--- src/rtl/lockout_timer_pkg.sv ---
//------------------------------------------------------------------------------
// Module   : lockout_timer_pkg
// Purpose  : Shared state encoding and mode constants for the lockout timer.
// Revision : 1.0  initial release
//------------------------------------------------------------------------------
`default_nettype none

package lockout_timer_pkg;

  // Two-state controller: waiting for a start, or counting a period down.
  typedef enum logic [0:0] {
    ST_IDLE = 1'b0,
    ST_RUN  = 1'b1
  } state_t;

  // Value of the mode input latched on start.
  localparam logic MODE_ONESHOT  = 1'b0;
  localparam logic MODE_PERIODIC = 1'b1;

endpackage

`default_nettype wire

--- src/rtl/lockout_timer_if.sv ---
//------------------------------------------------------------------------------
// Module   : lockout_timer_if
// Purpose  : Control/status bundle between the lock FSM (master) and the
//            lockout timer (slave).
// Revision : 1.0  initial release
//------------------------------------------------------------------------------
`default_nettype none

interface lockout_timer_if #(
  parameter int CNT_W = 9
);
  logic             start;
  logic             cancel;
  logic             mode;
  logic [CNT_W-1:0] limit_i;
  logic             busy;
  logic             expire;
  logic [CNT_W-1:0] remaining;

  modport master (
    output start, cancel, mode, limit_i,
    input  busy, expire, remaining
  );

  modport slave (
    input  start, cancel, mode, limit_i,
    output busy, expire, remaining
  );
endinterface

`default_nettype wire

--- src/rtl/lockout_timer_tick_prescaler.sv ---
//------------------------------------------------------------------------------
// Module   : tick_prescaler
// Purpose  : Emits a one-cycle tick every PRESCALE enabled clock cycles.
//            With PRESCALE=1 the tick simply follows en.
// Revision : 1.0  initial release
//------------------------------------------------------------------------------
`default_nettype none

module tick_prescaler #(
  parameter int PRESCALE = 1
) (
  input  wire logic clk,
  input  wire logic rst,
  input  wire logic clr,
  input  wire logic en,
  output logic      tick
);

  // At least one bit so PRESCALE=1 still has a legal (constant-zero) counter.
  localparam int c_CW = (PRESCALE > 1) ? $clog2(PRESCALE) : 1;
  localparam logic [c_CW-1:0] c_LAST = c_CW'(PRESCALE - 1);

  logic [c_CW-1:0] r_cnt;

  // Tick is combinational from the counter so the controller can act on it
  // in the same cycle a start or cancel arrives.
  assign tick = en && (r_cnt == c_LAST);

  // Cycle counter: cleared on request, wraps to zero on every tick.
  always_ff @(posedge clk or posedge rst) begin
    if (rst) begin
      r_cnt <= '0;
    end else if (clr) begin
      r_cnt <= '0;
    end else if (en) begin
      r_cnt <= tick ? '0 : r_cnt + 1'b1;
    end
  end

endmodule

`default_nettype wire

--- src/rtl/lockout_timer.sv ---
//------------------------------------------------------------------------------
// Module   : lockout_timer
// Purpose  : Parametrised countdown timer with prescaler, one-shot/periodic
//            mode and cancel/restart. Drives busy (display window) and a
//            single-cycle expire pulse at the end of every period.
// Revision : 1.0  initial release
//------------------------------------------------------------------------------
`default_nettype none

module lockout_timer
  import lockout_timer_pkg::*;
#(
  parameter int CNT_W         = 9,
  parameter int DEFAULT_LIMIT = 220,
  parameter int PRESCALE      = 1
) (
  input  wire logic       clk,
  input  wire logic       rst,
  lockout_timer_if.slave  bus
);

  localparam logic [CNT_W-1:0] c_DEFAULT = CNT_W'(DEFAULT_LIMIT);
  localparam logic [CNT_W-1:0] c_ONE     = CNT_W'(1);

  state_t           r_state, w_state_nxt;
  logic [CNT_W-1:0] r_remaining, w_rem_nxt;
  logic [CNT_W-1:0] r_limit;
  logic             r_mode;
  logic             r_busy;
  logic             r_expire, w_expire_nxt;
  logic             w_load;
  logic [CNT_W-1:0] w_eff_limit;
  logic             w_tick;
  logic             w_final;
  logic             w_pre_clr;
  logic             w_pre_en;

  assign w_eff_limit = (bus.limit_i == '0) ? c_DEFAULT : bus.limit_i;
  assign w_final     = w_tick && (r_remaining == c_ONE);

  // The prescaler only runs while counting and restarts its phase on any
  // start or cancel so each period begins with a full PRESCALE interval.
  assign w_pre_en  = (r_state == ST_RUN);
  assign w_pre_clr = (r_state == ST_IDLE) || bus.start || bus.cancel;

  tick_prescaler #(
    .PRESCALE (PRESCALE)
  ) u_prescaler (
    .clk  (clk),
    .rst  (rst),
    .clr  (w_pre_clr),
    .en   (w_pre_en),
    .tick (w_tick)
  );

  // State register.
  always_ff @(posedge clk or posedge rst) begin
    if (rst) r_state <= ST_IDLE;
    else     r_state <= w_state_nxt;
  end

  // Next state, counter and expire; priority in RUN is cancel > start > tick.
  always_comb begin
    w_state_nxt  = r_state;
    w_rem_nxt    = r_remaining;
    w_expire_nxt = 1'b0;
    w_load       = 1'b0;
    case (r_state)
      ST_IDLE: begin
        if (bus.start && !bus.cancel) begin
          w_state_nxt = ST_RUN;
          w_rem_nxt   = w_eff_limit;
          w_load      = 1'b1;
        end
      end
      ST_RUN: begin
        if (bus.cancel) begin
          w_state_nxt = ST_IDLE;
          w_rem_nxt   = '0;
        end else if (bus.start) begin
          // A restart landing on the final tick still reports that period.
          w_rem_nxt    = w_eff_limit;
          w_load       = 1'b1;
          w_expire_nxt = w_final;
        end else if (w_final) begin
          w_expire_nxt = 1'b1;
          if (r_mode == MODE_PERIODIC) begin
            w_rem_nxt = r_limit;
          end else begin
            w_state_nxt = ST_IDLE;
            w_rem_nxt   = '0;
          end
        end else if (w_tick) begin
          w_rem_nxt = r_remaining - c_ONE;
        end
      end
      default: begin
        w_state_nxt = ST_IDLE;
        w_rem_nxt   = '0;
      end
    endcase
  end

  // Datapath and output registers; limit and mode latch on every accepted start.
  always_ff @(posedge clk or posedge rst) begin
    if (rst) begin
      r_remaining <= '0;
      r_limit     <= '0;
      r_mode      <= MODE_ONESHOT;
      r_busy      <= 1'b0;
      r_expire    <= 1'b0;
    end else begin
      r_remaining <= w_rem_nxt;
      r_busy      <= (w_state_nxt == ST_RUN);
      r_expire    <= w_expire_nxt;
      if (w_load) begin
        r_limit <= w_eff_limit;
        r_mode  <= bus.mode;
      end
    end
  end

  assign bus.busy      = r_busy;
  assign bus.expire    = r_expire;
  assign bus.remaining = r_remaining;

endmodule

`default_nettype wire
--- src/flat_wrapper.sv ---
// flat-port wrapper written by rule: the top's interface ports become plain ports
module lockout_timer_flat import lockout_timer_pkg::*;
#(
  parameter int CNT_W         = 9,
  parameter int DEFAULT_LIMIT = 220,
  parameter int PRESCALE      = 1
)
  (clk, rst, bus_start, bus_cancel, bus_mode, bus_limit_i, bus_busy, bus_expire, bus_remaining);
  lockout_timer_if #(.CNT_W(CNT_W)) bus_i ();
  input  wire logic clk;
  input  wire logic rst;
  input wire logic [$bits(bus_i.start)-1:0] bus_start;
  input wire logic [$bits(bus_i.cancel)-1:0] bus_cancel;
  input wire logic [$bits(bus_i.mode)-1:0] bus_mode;
  input wire logic [$bits(bus_i.limit_i)-1:0] bus_limit_i;
  output wire logic [$bits(bus_i.busy)-1:0] bus_busy;
  output wire logic [$bits(bus_i.expire)-1:0] bus_expire;
  output wire logic [$bits(bus_i.remaining)-1:0] bus_remaining;
  assign bus_i.start = bus_start;
  assign bus_i.cancel = bus_cancel;
  assign bus_i.mode = bus_mode;
  assign bus_i.limit_i = bus_limit_i;
  assign bus_busy = bus_i.busy;
  assign bus_expire = bus_i.expire;
  assign bus_remaining = bus_i.remaining;
  lockout_timer #(.CNT_W(CNT_W), .DEFAULT_LIMIT(DEFAULT_LIMIT), .PRESCALE(PRESCALE)) u_core (.clk(clk), .rst(rst), .bus(bus_i));
endmodule
--- config.mk ---
export PLATFORM = sky130hd
export DESIGN_NAME = lockout_timer_flat
export DESIGN_NICKNAME = d
export VERILOG_FILES = /design/src/rtl/lockout_timer_pkg.sv /design/src/rtl/lockout_timer_if.sv /design/src/rtl/lockout_timer_tick_prescaler.sv /design/src/rtl/lockout_timer.sv /design/src/flat_wrapper.sv
export SDC_FILE = /design/constraint.sdc
export NUM_CORES = 1
export LEC_CHECK = 0
export BUFFER_PORTS_ARGS = -buffer_cell sky130_fd_sc_hd__clkbuf_2
export CAP_MARGIN = 30
export CORE_MARGIN = 3
export CORE_UTILIZATION = 40
export CTS_BUF_LIST = sky130_fd_sc_hd__clkbuf_16
export CTS_CLUSTER_DIAMETER = 50
export DETAILED_ROUTE_END_ITERATION = 8
export PLACE_DENSITY = 0.61
export SYNTH_ARGS = -nofsm -noshare
export SYNTH_HDL_FRONTEND = slang
export SYNTH_SLANG_ARGS = --single-unit
--- constraint.sdc ---
create_clock -name clk -period 2.2 [get_ports clk]
set_clock_uncertainty 0.2 [all_clocks]
set_input_delay 0.22 -clock clk [delete_from_list [all_inputs] [get_ports clk]]
set_output_delay 0.22 -clock clk [all_outputs]
set_load 0.1 [all_outputs]
# Word level (Yosys, flattened, before mapping)

Cells that the tools add are included.

$add $sub $neg: 2
Multipliers: 0
Div/mod/pow operators: 0
Order comparisons: 0
Equality and inequality tests: 3
Shifts and indexed selects: 0
Mux-type cells: 24
Bitwise logic cells: 2
Reductions and logical operators: 9

Operators with widths:

| operator            | count |
|---|---|
| $mux 9              | 7 |
| $pmux 9 s2          | 1 |
| $mux 1              | 14 |
| $eq 9x1->1 const B  | 1 |
| $logic_not 9->1     | 1 |
| $sub 9x1->9 const B | 1 |
| $ne 5x5->1 const B  | 1 |
| $pmux 1 s2          | 2 |
| $logic_and 1x1->1   | 3 |
| $logic_or 1x1->1    | 2 |
| $ne 2x2->1 const B  | 1 |
| $not 1->1           | 2 |
| $reduce_and 2->1    | 1 |
| $reduce_bool 2->1   | 1 |
| $add 1x1->1 const B | 1 |
| $logic_not 1->1     | 1 |

Register bits: 22
Bits in latches: 0
RAM bits: 0
Bits in read-only memories: 0
Input bits: 14
Output and inout port bits: 11
Word-level logic and storage cells: 46
Memories kept: 0

# Logic depth before layout (Yosys ltp)

Depth after elaboration: 7
Gate-level depth with buffers: 7
Gate-level depth less buffers: 6

# Modules after synthesis

Synthesis repeated with hierarchy kept, for this count alone.

Cells, all modules: 128
Area, all modules: 1,227.4 um^2

Modules (own cells, without submodules):

| module         | instances | cells an instance | area each (um^2) | sequential area each (um^2) |
|---|---|---|---|---|
| lockout_timer  | 1         | 124               | 1,177.4          | 525.5 |
| tick_prescaler | 1         | 4                 | 50.0             | 25.0 |

# Worst setup path after synthesis

Ideal clock, no wire load.

Path type: register to register
Start: reg u_core.r_remaining[0] (netlist: u_core.bus.remaining[0])
End: reg u_core.r_remaining[3] (netlist: u_core.bus.remaining[3])
Library setup time: 0.135 ns
Arrival time: 2.274 ns
Slack: -0.409 ns
Stages on the path, launching flop included: 7
Clock period less this slack: 2.609 ns
Cell sequence: dfrtp_1 > ha_1 > nand4bb_2 > or3_1 > buf_6 > a32oi_1 > a31oi_1

Cells in the longest elaborated chain, start to end: 6

Ends and longest elaborated chain:

| element                                            | line                                     | source |
|---|---|---|
| start, declared                                    | lockout_timer.sv:26                      | `logic [CNT_W-1:0] r_remaining, w_rem_nxt;` |
| start signal, assigned                             | lockout_timer.sv:113                     | `r_remaining <= w_rem_nxt;` |
| $sub 9x1->9 / $eq 9x1->1 (equally long branches)   | lockout_timer.sv:94, lockout_timer.sv:39 |  |
| $mux 9 / $logic_and 1x1->1 (equally long branches) | lockout_timer.sv:93, lockout_timer.sv:39 |  |
| $mux 9                                             | lockout_timer.sv:85                      | `end else if (w_final) begin` |
| $mux 9                                             | lockout_timer.sv:80                      | `end else if (bus.start) begin` |
| $mux 9                                             | lockout_timer.sv:77                      | `if (bus.cancel) begin` |
| $pmux 9 s2                                         | lockout_timer.sv:68                      | `case (r_state)` |

Parallel ways exist; a longest one is shown, timed or not. The select of a mux whose other input is x is not followed.
A chain may end at the register's enable or synchronous reset.

# Worst setup path in the final report

Start: reg u_core.r_remaining[4] (netlist: u_core.bus.remaining[4])
End: reg u_core.r_remaining[0] (netlist: u_core.bus.remaining[0])

Cells in the longest elaborated chain, start to end: 6

Ends and longest elaborated chain:

| element               | line                | source |
|---|---|---|
| $eq 9x1->1 (*)        | lockout_timer.sv:39 | `assign w_final = w_tick && (r_remaining == c_ONE);` |
| $logic_and 1x1->1 (*) | lockout_timer.sv:39 |  |
| $mux 9                | lockout_timer.sv:85 |  |
| $mux 9                | lockout_timer.sv:80 |  |
| $mux 9                | lockout_timer.sv:77 |  |
| $pmux 9 s2            | lockout_timer.sv:68 |  |

Mark *: on every way between the ends. The rest lies on a longest branch, timed or not.

==> insert_results.sql <==
INSERT INTO impl_metrics (metric_group, metric, value, unit) VALUES
('global_route', 'grt_max_degree', '23', ''),
('placement', 'io_buffers', '24', ''),
('sta', 'timing.max_slew.rel_slack', '58.2', '%'),
('finish', 'area_growth_syn_to_layout', '26.1', '%'),
('clock_network', 'cts.sinks', '22', ''),
('setup_path', 'crit_path_cell_trace', 'or3_4 > buf_6 > nor3_4 > a2111oi_0 > a221o_1', ''),
('hold_path', 'min_delay_worst_endpoint', 'u_core.r_limit[1]', ''),
('setup_path', 'critical-path-slowest-cell', 'dfrtp_4', ''),
('sta', 'finalWorstSetupSlack', '0.0496', 'ns'),
('setup_path', 'worstPathRequired', '2.14', 'ns'),
('run_status', 'run_status', 'finished clean', ''),
('clock_network', 'tritoncts', 'built', ''),
('hold_path', 'worstHoldPathType', 'input pin to flip-flop', ''),
('clock_network', 'worstSkewPairLatency', '0.25', 'ns'),
('synth', 'synth_cells', '148', ''),
('synth', 'synth-seq-cells', '22', ''),
('power_and_ir_drop', 'power-per-cell-area', '837', 'mW/mm^2'),
('clock_network', 'library_cell_used_as_clock_root_buffer', 'clkbuf_16', ''),
('route', 'firstDrtPassIters', '4', ''),
('global_route', 'antenna_violations_before_repair', '0', ''),
('setup_path', 'kind_of_cell_with_the_highest_combined_delay_on_the_critical_path', 'simple AND/OR/NAND/NOR gates', ''),
('die', 'floorplan.core_area', '0.00320', 'sq mm'),
('hold_path', 'min_delay_path_depth', '3', ''),
('synth', 'synth-edff-count', '0', ''),
('synth', 'synth_net_count', '164', ''),
('synth', 'yosys_warnings', '0', ''),
('synth', 'synth_compound_gate_area_share', '25.3', '%'),
('global_route', 'globalRouteOverflowTotal', '0', ''),
('setup_path', 'worst_path_bufs_invs', '1', ''),
('synth', 'synth_async_sr_flop_share', '100', '%'),
('power_and_ir_drop', 'finalPower', '1480', 'uW'),
('clock_network', 'cts_buffers', '3', ''),
('global_route', 'grt_pass1_wl', '6740', 'um'),
('synth', 'main_combinational_cell_family_by_area_after_synthesis', 'compound AO/OA/AOI/OAI gates', ''),
('placement', 'finalWeightedCongestion', '0.961', ''),
('synth', 'muxShareOfSynthArea', '2.14', '%'),
('sta', 'hold_ws', '0.0210', 'ns'),
('synth', 'synth_top_cell_area_share', '39.1', '%'),
('power_and_ir_drop', 'power.leakage', '0.000758', 'uW'),
('synth', 'yosysUniqueCellTypes', '50', ''),
('route', 'route.detailed.wl_per_inst', '17.9', 'um'),
('finish', 'drive_gt1_share', '34.3', '%'),
('finish', 'final_core_util', '55.4', '%'),
('die', 'fp.dieH', '65.3', 'um'),
('placement', 'post-place-ws', '0.0466', 'ns'),
('route', 'first_iter_violations', '77', ''),
('route', 'route.final.wire_length', '4030', 'um'),
('synth', 'synth_sequential_area_ratio', '39.1', '%'),
('synth', 'post_synth_fa_ha_maj_area_fraction', '1.78', '%'),
('flow_run', 'total_of_max_cap_violations', '0', ''),
('hold_path', 'startpoint_of_the_tightest_hold_check_path', 'bus_limit_i[1]', ''),
('setup_path', 'reg2reg_depth', '5', ''),
('synth', 'postSynth.topFlopCell', 'dfrtp_1', ''),
('power_and_ir_drop', 'peakVddDrop', '0.457', 'mV'),
('synth', 'synthTopCellsByCount', 'dfrtp_1, nand2_1, inv_1, nand2b_1, nor3_1', ''),
('synth', 'post_synth_instance_area', '0.00141', 'sq mm'),
('die', 'start_util', '43.9', '%'),
('synth', 'yosysTopAreaCell', 'dfrtp_1', ''),
('finish', 'n_antenna_cell', '0', ''),
('setup_path', 'criticalPathCategory', 'flip-flop to flip-flop', ''),
('setup_path', 'regToRegEndpoint', 'u_core.bus.remaining[0]', ''),
('synth', 'yosys-top-cells-area', 'dfrtp_1, nand2_1, nand2b_1', ''),
('setup_path', 'startpoint_type', 'flip-flop', ''),
('synth', 'synth.most_common_cell', 'dfrtp_1', ''),
('placement', 'place_hpwl', '2980', 'um'),
('die', 'design.die.area', '0.00426', 'sq mm'),
('clock_network', 'cts-htree-levels', '1', ''),
('sta', 'max_freq', '0.465', 'GHz'),
('route', 'drc_errors', '0', ''),
('die', 'dieWidth', '65.3', 'um'),
('setup_path', 'critPathCaptureType', 'flip-flop', '');
==> per-stage QoR <==
stage	area [sq um]	TNS, ns	instances
5_1_grt	1770	-0.00589	225
3_5_place_dp	1630	0	218
3_3_place_gp	1630	0	218
2_1_floorplan	1440	-0.129	148
4_1_cts	1740	0	224
6_report	1770	0	225
==> area by class of cell <==
type,count,area (sq um),area share (%)
multi-input combinational,111,796,44.9
sequential,22,581,32.7
timing repair buffer,38,240,13.5
clock buffer,3,75.1,4.23
tap,44,55.1,3.11
inverter,7,26.3,1.48
==> cells in the final DEF, fill, tap and decap left out, drive strengths merged, types with 3 or more instances in the layout <==
cell type and n:
a211oi 3, a21o 3, a31oi 5, buf 11, clkbuf 27, dfrtp 22, dlygate4sd3 3, inv 7
mux2i 3, nand2 20, nand2b 6, nand4 3, nor2 5, nor3 7, o21ai 5, o22a 4
o31ai 3, o32ai 4, or3 4
==> flip-flops by register name, indices dropped and copies added (netlist names) <==
name                      count
u_core.bus.remaining          9
u_core.r_limit                9
u_core.bus.expire             1
u_core.r_mode                 1
u_core.r_state                1
u_core.u_prescaler.r_cnt      1
==> per-layer routing <==
| metal | wire [um] | share of wire [%] | global-route usage, % | up-vias |
|---|---|---|---|---|
| li1 | - | - | - | 626 |
| met1 | 1720 | 43 | 27.8 | 659 |
| met2 | 1980 | 49 | 32.5 | 45 |
| met3 | 254 | 6.3 | 3.42 | 8 |
| met4 | 74 | 1.8 | 8.03 | 0 |
| met5 | 0 | 0 | 0 | - |
==> cells by family (layout without fill, tap and decap cells) <==
group / after synthesis / in the layout
adders and majority gates: 2 / 2
muxes: 3 / 3
and+or+nand+nor: 58 / 58
AOI/OAI and AO/OA: 45 / 45
buffers and inverters: 15 / 48
other: 1 / 1
xor gates and xnor gates: 2 / 2
DFF: 22 / 22
==> worst min-delay path, stage by stage <==
cell and delay, ns:
clkbuf_2 0.09, nand2_1 0.07, nand2_1 0.06
==> where the power goes <==
part	internal, uW	switching (uW)
Clock	240	141
Combinational	161	398
Sequential	475	69.5
==> what timing repair did <==
item | in CTS | in global routing
hold endpoints to repair | 24 | 0
hold buffers | 3 | 0
resized for setup | 0 | 7
setup endpoints to repair | 0 | 6
setup buffers | 0 | 1
==> worst max path at each step <==
stage / startpoint / endpoint / slack (ns) / depth (start not counted)
2_1_floorplan: u_core.bus.remaining[4] / u_core.bus.remaining[3] / -0.04 / 6
3_3_place_gp: u_core.bus.remaining[4] / u_core.bus.remaining[7] / 0.03 / 5
3_5_place_dp: u_core.bus.remaining[4] / u_core.bus.remaining[7] / 0.05 / 5
4_1_cts: u_core.bus.remaining[4] / u_core.bus.remaining[7] / 0.03 / 5
5_1_grt: u_core.bus.remaining[4] / u_core.bus.remaining[3] / -0.005 / 6
6_report: u_core.bus.remaining[4] / u_core.bus.remaining[0] / 0.05 / 5
Note: power is estimated with default switching activity, not from simulation.
